`src/rtl/uart_tx_queue_if.sv`:
```
// uart_tx_queue_if -- producer and transmitter signals of the byte queue.
//   Producer side : wr_en, wr_data, ovf_clr (in); full, empty, level, ovf (out)
//   Transmitter   : donetx (in); newd, dintx, busy (out)
// The slave modport is the queue's view, and the master modport is the
// environment's view. AW must match the AW of the attached queue.
interface uart_tx_queue_if #(
   parameter int AW = 3
);
   logic          wr_en;
   logic [7:0]    wr_data;
   logic          full;
   logic          empty;
   logic [AW:0]   level;
   logic          ovf;
   logic          ovf_clr;
   logic          newd;
   logic [7:0]    dintx;
   logic          donetx;
   logic          busy;

   modport slave (
      input  wr_en, wr_data, ovf_clr, donetx,
      output full, empty, level, ovf, newd, dintx, busy
   );

   modport master (
      output wr_en, wr_data, ovf_clr, donetx,
      input  full, empty, level, ovf, newd, dintx, busy
   );
endinterface

```
`src/rtl/uart_tx_queue.sv`:
```
// uart_tx_queue -- circular byte FIFO that feeds a UART transmitter one byte
// at a time. Handshake with the transmitter: it raises newd with dintx, waits
// for a rising edge of donetx, then waits for donetx to fall before popping
// again, so that a long donetx level cannot pop twice.
//   clk : single clock, all state on posedge
//   rst : synchronous, active-high reset
//   q   : uart_tx_queue_if.slave (producer and transmitter signals)
// DEPTH must be a power of two >= 2 and AW = log2(DEPTH).
module uart_tx_queue #(
   parameter int DEPTH = 8,
   parameter int AW    = 3
) (
   input  logic             clk,
   input  logic             rst,
   uart_tx_queue_if.slave   q
);

   typedef enum logic [1:0] {IDLE, SEND, WAIT_LOW} state_t;

   // With DEPTH = 2**AW the full level is just the top bit of level set.
   localparam logic [AW:0] FULL_LVL = {1'b1, {AW{1'b0}}};

   state_t          state, state_nxt;
   logic [7:0]      mem [DEPTH];
   logic [AW-1:0]   wr_ptr, rd_ptr;
   logic [AW:0]     level_r, level_nxt;
   logic            full_r, empty_r, ovf_r;
   logic            newd_r, newd_nxt;
   logic [7:0]      dintx_r;
   logic            donetx_d;
   logic            wr_fire, pop, rise;

   assign wr_fire   = q.wr_en & ~full_r;
   assign rise      = q.donetx & ~donetx_d;
   assign level_nxt = level_r + (AW+1)'(wr_fire) - (AW+1)'(pop);

   // Next-state and pop decision. A pop only happens from IDLE on a
   // registered non-empty flag, so a byte written this cycle can never be
   // read in the same cycle.
   always_comb begin
      state_nxt = state;
      newd_nxt  = newd_r;
      pop       = 1'b0;
      case (state)
         IDLE: begin
            newd_nxt = 1'b0;
            if (!empty_r) begin
               pop       = 1'b1;
               newd_nxt  = 1'b1;
               state_nxt = SEND;
            end
         end
         SEND: begin
            if (rise) begin
               newd_nxt  = 1'b0;
               state_nxt = WAIT_LOW;
            end
         end
         WAIT_LOW: begin
            newd_nxt = 1'b0;
            if (!q.donetx) state_nxt = IDLE;
         end
         default: begin
            newd_nxt  = 1'b0;
            state_nxt = IDLE;
         end
      endcase
   end

   always_ff @(posedge clk) begin
      if (rst) begin
         state    <= IDLE;
         wr_ptr   <= '0;
         rd_ptr   <= '0;
         level_r  <= '0;
         full_r   <= 1'b0;
         empty_r  <= 1'b1;
         ovf_r    <= 1'b0;
         newd_r   <= 1'b0;
         dintx_r  <= 8'h00;
         donetx_d <= 1'b0;
      end else begin
         state    <= state_nxt;
         newd_r   <= newd_nxt;
         donetx_d <= q.donetx;
         if (wr_fire) wr_ptr <= wr_ptr + AW'(1);
         if (pop) begin
            rd_ptr  <= rd_ptr + AW'(1);
            dintx_r <= mem[rd_ptr];
         end
         level_r <= level_nxt;
         full_r  <= (level_nxt == FULL_LVL);
         empty_r <= (level_nxt == '0);
         // A fresh overflow wins over a simultaneous clear.
         if (q.wr_en && full_r) ovf_r <= 1'b1;
         else if (q.ovf_clr)    ovf_r <= 1'b0;
      end
   end

   // Storage is deliberately not reset.
   always_ff @(posedge clk) begin
      if (!rst && wr_fire) mem[wr_ptr] <= q.wr_data;
   end

   assign q.full  = full_r;
   assign q.empty = empty_r;
   assign q.level = level_r;
   assign q.ovf   = ovf_r;
   assign q.newd  = newd_r;
   assign q.dintx = dintx_r;
   assign q.busy  = (state != IDLE);

endmodule

```
`src/flat_wrapper.sv`:
```
// flat-port wrapper written by rule: the top's interface ports become plain ports
module uart_tx_queue_flat 
#(
   parameter int DEPTH = 8,
   parameter int AW    = 3
)
  (clk, rst, q_wr_en, q_wr_data, q_ovf_clr, q_donetx, q_full, q_empty, q_level, q_ovf, q_newd, q_dintx, q_busy);
  uart_tx_queue_if #(.AW(AW)) q_i ();
  input  logic clk;
  input  logic rst;
  input wire logic [$bits(q_i.wr_en)-1:0] q_wr_en;
  input wire logic [$bits(q_i.wr_data)-1:0] q_wr_data;
  input wire logic [$bits(q_i.ovf_clr)-1:0] q_ovf_clr;
  input wire logic [$bits(q_i.donetx)-1:0] q_donetx;
  output wire logic [$bits(q_i.full)-1:0] q_full;
  output wire logic [$bits(q_i.empty)-1:0] q_empty;
  output wire logic [$bits(q_i.level)-1:0] q_level;
  output wire logic [$bits(q_i.ovf)-1:0] q_ovf;
  output wire logic [$bits(q_i.newd)-1:0] q_newd;
  output wire logic [$bits(q_i.dintx)-1:0] q_dintx;
  output wire logic [$bits(q_i.busy)-1:0] q_busy;
  assign q_i.wr_en = q_wr_en;
  assign q_i.wr_data = q_wr_data;
  assign q_i.ovf_clr = q_ovf_clr;
  assign q_i.donetx = q_donetx;
  assign q_full = q_i.full;
  assign q_empty = q_i.empty;
  assign q_level = q_i.level;
  assign q_ovf = q_i.ovf;
  assign q_newd = q_i.newd;
  assign q_dintx = q_i.dintx;
  assign q_busy = q_i.busy;
  uart_tx_queue #(.DEPTH(DEPTH), .AW(AW)) u_core (.clk(clk), .rst(rst), .q(q_i));
endmodule
```
`config.mk`:
```
export PLATFORM = sky130hd
export DESIGN_NAME = uart_tx_queue_flat
export DESIGN_NICKNAME = d
export VERILOG_FILES = /design/src/rtl/uart_tx_queue_if.sv /design/src/rtl/uart_tx_queue.sv /design/src/flat_wrapper.sv
export SDC_FILE = /design/constraint.sdc
export NUM_CORES = 1
export LEC_CHECK = 0
export ABC_CLOCK_PERIOD_IN_PS = 2960
export BUFFER_PORTS_ARGS = -buffer_cell sky130_fd_sc_hd__buf_2
export CORE_ASPECT_RATIO = 0.5
export CORE_MARGIN = 1
export CORE_UTILIZATION = 46
export CTS_BUF_LIST = sky130_fd_sc_hd__clkbuf_8
export DETAILED_ROUTE_END_ITERATION = 10
export GPL_TIMING_DRIVEN = 0
export PLACE_DENSITY_LB_ADDON = 0.12
export SLEW_MARGIN = 5
export SYNTH_ARGS = -nofsm -noshare
export SYNTH_HDL_FRONTEND = slang
export SYNTH_SLANG_ARGS = --single-unit
```
`constraint.sdc`:
```
create_clock -name clk -period 2.96 [get_ports clk]
set_clock_uncertainty 0.05 [all_clocks]
set_input_delay 0.592 -clock clk [delete_from_list [all_inputs] [get_ports clk]]
set_output_delay 0.592 -clock clk [all_outputs]
set_load 0.01 [all_outputs]
```
======== After elaboration in Yosys (flattened, before gate mapping) ========
Memories as Yosys holds them, arrays and structs flattened. A register that Yosys moved wholly into a read port is not among the register bits.
Cells that the tools add are included.
storage, ports and cells
  bits in registers ....................... 17
  memory bits (writable) .................. 64
  input bits .............................. 13
  output and inout bits ................... 17
  word-level logic and storage cells ...... 44
  memories ................................ 1
memory list
  memory      depth  bits a word  read ports  clocked after Yosys merged registers in  wr ports  line                 RTL
  u_core.mem  8      8            1           1                                        1         uart_tx_queue.sv:24  logic [7:0] mem [DEPTH];
cells by class
  add/sub/neg operators ................... 4
  eq/ne operators ......................... 6
  mux-type cells .......................... 12
  bitwise operators ....................... 4
  reduce and logical (&&, ||, !) cells .... 8
operators with widths
  operator             count
  $mux 1               7
  $add 3x1->3 const B  2
  $mux 2               3
  $pmux 2 s3           1
  $add 4x1->4          1
  $eq 4x4->1 const B   1
  $logic_not 4->1      1
  $ne 2x2->1 const B   2
  $reduce_bool 2->1    2
  $sub 4x1->4          1
  $reduce_and 3->1     1
  $and 1x1->1          2
  $eq 2x1->1 const B   1
  $eq 2x2->1 const B   1
  $logic_and 1x1->1    2
  $logic_not 2->1      1
  $ne 2x1->1 const B   1
  $not 1->1            2
  $pmux 1 s2           1
  $logic_not 1->1      1

======== Longest topological paths before layout ========
Gate-level depths: netlist of the first run.
  word-level depth ........................ 5
  depth in mapped cells ................... 9
  gate-level depth less buffers ........... 9

======== Worst setup path before layout of the first run ========
OpenSTA, ideal clock, no wires.
  kind .................................... input-to-reg
  start ................................... in q_wr_en
  end ..................................... mem u_core.mem[6][0], enable pin
  setup time .............................. 0.398 ns
  data arrival time ....................... 1.912 ns
  data required time ...................... 2.512 ns
  setup slack ............................. 0.600 ns
  cell stages on the path ................. 4
  buffers on the path ..................... 0
  path through ............................ nand2b_1 -> inv_1 -> nand2_1 -> nor4b_1
between the ends
  word-level cells in the longest chain between the ends .. 4
RTL lines
  element                       line                  RTL
  start: declaration            flat_wrapper.sv:11    input wire logic [$bits(q_i.wr_en)-1:0] q_wr_en;
  $and 1x1->1                   uart_tx_queue.sv:33   assign wr_fire = q.wr_en & ~full_r;
  named net u_core.wr_fire      uart_tx_queue.sv:31   logic wr_fire, pop, rise;
  $logic_and 1x1->1             uart_tx_queue.sv:102  if (!rst && wr_fire) mem[wr_ptr] <= q.wr_data;
  $mux 1                        uart_tx_queue.sv:102
  $mux 1 (implied by the code)  uart_tx_queue.sv:102
  end: declaration              uart_tx_queue.sv:24
The timed path passes the listed nets, and every way through them passes these cells.

======== Final worst setup path of the first run ========
  start ................................... reg u_core.state[1]
  end ..................................... reg u_core.full_r (netlist: u_core.q.full)
between the ends
  word-level cells in the longest chain between the ends .. 4
RTL lines
  element                   line                 RTL
  start: declaration        uart_tx_queue.sv:23  state_t state, state_nxt;
  start signal: assignment  uart_tx_queue.sv:83  state <= state_nxt;
  $logic_not 2->1           uart_tx_queue.sv:44  case (state)
  $mux 1                    uart_tx_queue.sv:44
  $sub 4x1->4               uart_tx_queue.sv:35  assign level_nxt = level_r + (AW+1)'(wr_fire) - (AW+1)'(pop);
  $eq 4x4->1                uart_tx_queue.sv:92  full_r <= (level_nxt == FULL_LVL);
  end signal: assignment    uart_tx_queue.sv:92
  end: declaration          uart_tx_queue.sv:27  logic full_r, empty_r, ovf_r;
No other way between the ends.
A chain may end at the register's enable or synchronous reset.

==> reports/metrics.cfg, run 1 <==
[outcome]
status=complete, but fails checks
violations=DRC

[placed_design]
place_ws_ns=0.172
gp_congestion=0.742
placed_area_um2=3840
portBuffers=29
dpl.hpwl_um=4640
dp.cells=369

[final_layout]
stdcell_area_um2=4030
utilization_pct=54.7
antenna_cells=0
nets=304
drive_above_1_share_pct=20.8
instances_no_fill=385
area_growth_pct=14.7
nFillCells=634

[clocking]
clockBufferDepth=2
insertion_delay_ns=0.36
numCtsBuffers=9
htree_levels=3
cts_tree=done
cts_resized=0
ctsHoldBuffers=0
cts_sinks=89
root_buffer=clkbuf_8
postCtsSetupRepairBufs=0
clk_pin_slew_worst_paths_ns=0.08

[global_route]
antenna_found_initial=0
grt_pass1_wl_um=10900
grt_max_degree=15
gr-total-overflow=0
track_usage_pct=19.1
grt_pass1_vias=2053

[power_and_ir_drop]
leakagePower_nw=1.44
max-vdd-ir-drop_mv=0.579
p_per_area_nw_per_um2=829
p_total_mw=3.34

[timing]
finalMaxSlewViolations=0
slew_headroom_pct=32.0
fin_crit_sh_pct=79.9
fin_ws_ns=0.595
worstMarginPinSlew_ns=1.02
rsz0062_at_grt=false
finalSetupViolCount=0
fin_crit_ns=2.36
clock.fmax_mhz=423
hold_violations=0

[critical_path]
reg2reg_slack_ns=0.60
path_max_fanout=7
path_buf_inv=2
worstSetupPathType=reg -> reg
r2r.worst_path.cells=9
r2r_start=u_core.state[1]
cp-end-kind=flip-flop
start_kind=flip-flop
cp_slowest_cell=nor3_4
crit_cells=9
critPathRequiredTime_ns=3.20
crit_chain=nor3_4 > ha_1 > inv_1 > ha_1 > inv_1 > fa_1 > xor2_1 > nand3_1 > nor3_1
max_stage_delay_ns=0.41
rr_endpoint=u_core.q.full
cp_top_family=adder cells
cp.arrival_ns=2.61

[synth]
synth_seq_area_share_pct=68.9
ys_seq_elements=89
syn_avg_cell_area_um2=14.7
synth_top_cell_area_share_pct=54.6
yosys_warnings=0
syn-cell-area_um2=3520
synth_top_cell_by_area=edfxtp_1
synth_cells=240
yosysUniqueCellTypes=37
synth_fp_nets=260
synthTopCellsByArea=edfxtp_1, dfxtp_1, mux2i_1

[die]
start_util_pct=47.7
coreArea_um2=7380
rows=22
die_area_um2=8020
io-pin-count=30
die_w_um=126
fp.dieH_um=63.8

[min_path]
min_path_type=reg -> reg
min_delay_path_depth=1
hp-start=u_core.q.newd
whs_endpoint=u_core.q.newd

[route]
ant_nets=0
drt-vias-per-instance=5.28
initialDrtViolationCount=211
drt_wl_total_um=7010
avgRoutedWirePerCell_um=18.2
drc=1
num_vias=2033
drt_pass1_iterations=7

[run]
max_cap_viol_count=0

[stage by stage]
step	setup TNS [ns]	hold WS, ns
after floorplan	0	0.440
after CTS	0	0.406
after global placement	-10.78	0.399
after detailed placement	0	0.402
after global routing	0	0.415
final	0	0.418
[flip-flops by register name, indices dropped and copies added, names as in the netlist]
| name | count |
|---|---|
| u_core.donetx_d | 1 |
| u_core.mem | 64 |
| u_core.q.dintx | 8 |
| u_core.q.empty | 1 |
| u_core.q.full | 1 |
| u_core.q.level | 4 |
| u_core.q.newd | 1 |
| u_core.q.ovf | 1 |
| u_core.rd_ptr | 3 |
| u_core.state | 2 |
| u_core.wr_ptr | 3 |
[cells by family (layout without fill, tap and decap cells)]
group                      after synthesis  count (layout)  synth area share (%)
xor gates and xnor gates                 7               7                  1.74
adders and majority gates                7               7                  2.70
buffers and inverters                   20              69                  2.92
and+or+nand+nor                         52              52                  8.00
muxes                                   25              25                  7.11
DFF                                     89              89                  68.9
AOI/OAI and AO/OA                       40              40                  8.64
[layer usage]
metal	global-route usage, %	vias to the layer above	part of all wire, %
li1	-	989	-
met1	24.8	987	45
met2	30.8	50	48
met3	6.37	7	6.2
met4	5.95	0	0.68
met5	0	-	0
[synthesized netlist by cell type]
master,count
edfxtp_1,64
dfxtp_1,25
mux2i_1,25
a211oi_1,14
nor2_1,14
nor2b_1,11
inv_1,9
nand2_1,9
a22oi_1,8
a22o_1,7
ha_1,6
a21oi_1,4
clkbuf_1,4
nor3_1,4
xor2_1,4
buf_6,3
nand2b_1,3
xnor2_1,3
buf_1,2
nor4_1,2
nor4b_1,2
o21a_1,2
a211o_1,1
a21o_1,1
a32o_1,1
a41o_1,1
and2_1,1
buf_2,1
buf_4,1
fa_1,1
nand2b_2,1
nand3_1,1
nand3b_1,1
nor3_4,1
nor3b_1,1
o22ai_1,1
or2_2,1
[cell type report]
class,count,area (um^2),share of cell area (%)
Clock inverter,7,62.6,1.55
Multi-Input combinational cell,131,1030,25.5
Sequential cell,89,2420,60.0
Timing Repair Buffer,33,175,4.34
Tap cell,96,120,2.98
Buffer,11,68.8,1.71
Inverter,9,33.8,0.837
Clock buffer,9,124,3.07
[power breakdown]
| group | switching, mW | total (mW) | internal (mW) |
|---|---|---|---|
| combinational | 0.559 | 0.973 | 0.415 |
| clock | 0.413 | 0.794 | 0.381 |
| sequential | 0.0972 | 1.58 | 1.48 |
[worst max path at each step]
| stage | startpoint | end |
|---|---|---|
| floorplan | q_wr_en | u_core.mem[6][0] |
| global placement | q_wr_en | u_core.mem[6][6] |
| detailed placement | rst | u_core.mem[3][6] |
| CTS | rst | u_core.mem[3][7] |
| global route | u_core.state[0] | u_core.q.full |
| finish | u_core.state[1] | u_core.q.full |
[layout by cell type, fill, tap and decap left out, types with 2 or more instances in the layout]
cell	netlist	layout
a211oi_1	14	14
a21oi_1	4	4
a22o_1	7	7
a22oi_1	8	8
buf_1	2	2
buf_2	1	30
buf_4	1	5
buf_6	3	3
clkbuf_1	4	4
clkbuf_8	0	9
clkinv_1	0	2
dfxtp_1	25	25
edfxtp_1	64	64
ha_1	6	6
inv_1	9	10
mux2i_1	25	25
nand2_1	9	9
nand2b_1	3	3
nor2_1	14	14
nor2b_1	11	11
nor3_1	4	2
nor3_2	0	2
nor4_2	0	2
nor4b_2	0	2
o21a_1	2	2
xnor2_1	3	3
xor2_1	4	4
[worst register-to-register path, stage by stage, from the launching register on]
cell	delay, ns
dfxtp_1	0.37
nor3_4	0.41
ha_1	0.31
inv_1	0.06
ha_1	0.15
inv_1	0.05
fa_1	0.37
xor2_1	0.27
nand3_1	0.11
nor3_1	0.15
Note: power is estimated with default switching activity, not from simulation.
==> run 2, diff against run 1 <==
--- a/config.mk
+++ b/config.mk
@@ -5,7 +5,7 @@
 export SDC_FILE = /design/constraint.sdc
 export NUM_CORES = 1
 export LEC_CHECK = 0
-export ABC_CLOCK_PERIOD_IN_PS = 2960
+export ABC_CLOCK_PERIOD_IN_PS = 2350
 export BUFFER_PORTS_ARGS = -buffer_cell sky130_fd_sc_hd__buf_2
 export CORE_ASPECT_RATIO = 0.5
 export CORE_MARGIN = 1
==> constraint.sdc (replaced) <==
create_clock -name clk -period 2.35 [get_ports clk]
set_clock_uncertainty 0.05 [all_clocks]
set_input_delay 0.47 -clock clk [delete_from_list [all_inputs] [get_ports clk]]
set_output_delay 0.47 -clock clk [all_outputs]
set_load 0.01 [all_outputs]
==> run 2 against run 1 <==
The flow still finishes with violations (DRC). Core utilization increased by 0.31 points. Combinational power increased by 31%. Fmax increased by 7.1%. Sequential power increased by 26%. Register-to-register slack got worse by 0.45 ns. Via count increased by 1.3%. Clock power increased by 27%.
==> reports/metrics.cfg, run 2 (synthesis gave the netlist of run 1 again) <==
[power_and_ir_drop]
leakagePower_nw=1.45  ; was 1.44 nW
clockPowerShare_pct=23.6  ; was 23.8%
p_comb_share_pct=29.8  ; was 29.1%
power.switching_mw=1.36  ; was 1.07 mW
max-vdd-ir-drop_mv=0.714  ; was 0.579 mV
p_per_area_nw_per_um2=1050  ; was 829 nW/um^2
p_int_mw=2.90  ; was 2.27 mW
p_sw_share_pct=32.0  ; about the same
sequentialPowerShare_pct=46.6  ; was 47.1%

[critical_path]
r2r_start=u_core.q.full  ; was u_core.state[1]
worstSetupPathType=reg -> reg  ; unchanged
r2r.worst_path.cells=4  ; was 9
cp-end-kind=flip-flop  ; unchanged
rr_endpoint=u_core.mem[7][3]  ; was u_core.q.full
max_stage_delay_ns=0.82  ; was 0.41 ns
path_max_fanout=8  ; was 7
cp_slowest_cell=nor2_1  ; was nor3_4
crit_chain=nand2b_1 > inv_1 > nand2_1 > nor2_1  ; was nor3_4 > ha_1 > inv_1 > ha_1 > inv_1 > fa_1 > xor2_1 > nand3_1 > nor3_1
start_kind=flip-flop  ; unchanged
cp.arrival_ns=2.14  ; was 2.61 ns
reg2reg_slack_ns=0.14  ; was 0.60 ns
critPathRequiredTime_ns=2.28  ; was 3.20 ns

[final_layout]
drive_above_1_share_pct=21.6  ; was 20.8%
nFillCells=630  ; was 634
mostFrequentLayoutCell=edfxtp_1  ; unchanged
mostFrequentLayoutCells=edfxtp_1, buf_2, mux2i_1, dfxtp_1  ; unchanged
largest_register_ffs=64  ; unchanged
stdcell_area_um2=4060  ; was 4030 um^2
antenna_cells=0  ; unchanged
regMostFlops=u_core.mem  ; unchanged
area_growth_pct=15.3  ; was 14.7%
instances_no_fill=387  ; was 385
nets=306  ; was 304
utilization_pct=55.0  ; was 54.7%

[clocking]
root_buffer=clkbuf_8  ; unchanged
cts_sinks=89  ; unchanged
ctsHoldBuffers=0  ; unchanged
cts_tree=done  ; unchanged
clockBufferDepth=2  ; unchanged
htree_levels=3  ; unchanged
numCtsBuffers=9  ; unchanged
clk_pin_slew_worst_paths_ns=0.08  ; about the same
insertion_delay_ns=0.36  ; about the same

[route]
drt-vias-per-instance=5.32  ; was 5.28
initialDrtViolationCount=215  ; was 211
drt_wl_total_um=7030  ; was 7010 um
ant_nets=0  ; unchanged
avgRoutedWirePerCell_um=18.2  ; about the same
drc=1  ; unchanged
drt_pass1_iterations=7  ; unchanged
num_vias=2060  ; was 2,033

[timing]
finalSetupViolCount=0  ; unchanged
rsz0062_at_grt=false  ; unchanged
finalMaxSlewViolations=0  ; unchanged
hold_violations=0  ; unchanged
slew_headroom_pct=32.3  ; was 32.0%
worstMarginPinSlew_ns=1.01  ; was 1.02 ns
clock.fmax_mhz=453  ; was 423 MHz
fin_crit_sh_pct=94.0  ; was 79.9%
fin_crit_ns=2.21  ; was 2.36 ns
fin_ws_ns=0.142  ; was 0.595 ns

[placed_design]
dpl.hpwl_um=4640  ; unchanged
dp.cells=369  ; unchanged
portBuffers=29  ; unchanged
place_ws_ns=-0.316  ; was 0.172 ns
placed_area_um2=3840  ; unchanged
gp_congestion=0.742  ; unchanged

[die]
fp.dieH_um=63.8  ; unchanged
rows=22  ; unchanged
die_w_um=126  ; unchanged
io-pin-count=30  ; unchanged
start_util_pct=47.7  ; unchanged
die_area_um2=8020  ; unchanged
coreArea_um2=7380  ; unchanged

[outcome]
status=complete, but fails checks  ; unchanged
violations=DRC  ; unchanged

[min_path]
hp-start=rst  ; was u_core.q.newd
min_delay_path_depth=2  ; was 1
whs_endpoint=u_core.donetx_d  ; was u_core.q.newd
min_path_type=in -> reg  ; was reg -> reg

[global_route]
grt_pass1_wl_um=10900  ; about the same
antenna_found_initial=0  ; unchanged
grt_max_degree=15  ; unchanged
grt_pass1_vias=2063  ; was 2,053
gr-total-overflow=0  ; unchanged
track_usage_pct=19.2  ; was 19.1%

[run]
max_cap_viol_count=0  ; unchanged

## run 2: changes by cell type in the layout (fill, tap and decap cells not counted), sizes merged
cell  before  now
buf       40   42
## run 2: area by class of cell
| cell class | instances | area [um^2] | share of cell area, % |
|---|---|---|---|
| timing repair buffer | 35 | 190 | 4.69 |
| clock buffer | 9 | 124 | 3.05 |
| sequential | 89 | 2420 | 59.7 |
| inverter | 9 | 33.8 | 0.833 |
| clock inverter | 7 | 62.6 | 1.54 |
| multi-input combinational | 131 | 1030 | 25.5 |
| tap | 96 | 120 | 2.96 |
| buffer | 11 | 68.8 | 1.70 |
## run 2: routing by layer
metal  global-route usage (%)  part of all wire (%)
met5                        0                     0
met4                     5.95                  0.57
met3                     6.37                   8.0
met2                     31.2                    48
met1                     24.7                    44
## run 2: power groups by stage
stage | clock, mW | sequential, mW | combinational [mW]
2_1_floorplan | 0 | 2.05 | 0.818
3_3_place_gp | 0 | 2.01 | 1.18
3_5_place_dp | 0 | 2.02 | 1.23
4_1_cts | 1.03 | 1.99 | 1.27
5_1_grt | 1.10 | 2.01 | 1.40
6_report | 1.01 | 1.99 | 1.27
## run 2: how the worst max path moves through the flow
| stage | to | cells after the start | from |
|---|---|---|---|
| after floorplan | u_core.mem[6][0] | 4 | q_wr_en |
| after global placement | u_core.mem[6][6] | 5 | q_wr_en |
| after detailed placement | u_core.mem[3][6] | 4 | rst |
| after CTS | u_core.q.empty | 8 | u_core.state[0] |
| after global routing | u_core.mem[7][3] | 4 | u_core.q.full |
| final | u_core.mem[7][3] | 4 | u_core.q.full |
## run 2: worst max-delay path: cells and delay by family, from the launching register on
| kind | cells | cell delay [ns] |
|---|---|---|
| and+or+nand+nor | 3 | 1.23 |
| buffers and inverters | 1 | 0.22 |
| DFF | 1 | 0.33 |
## run 2: stage by stage
stage | hold WS, ns | total power [mW] | TNS, ns
floorplan | 0.440 | 2.87 | 0
global placement | 0.399 | 3.20 | -29.75
detailed placement | 0.402 | 3.25 | -2.75
CTS | 0.284 | 4.28 | -0.00209
global route | 0.293 | 4.50 | 0
finish | 0.299 | 4.26 | 0
## run 2: repair_timing
| action | CTS | global route |
|---|---|---|
| cloned | 0 | 0 |
| pin swaps | 1 | 1 |
| setup buffers | 0 | 2 |
| setup endpoints to repair | 9 | 3 |
| gates resized for setup | 2 | 0 |
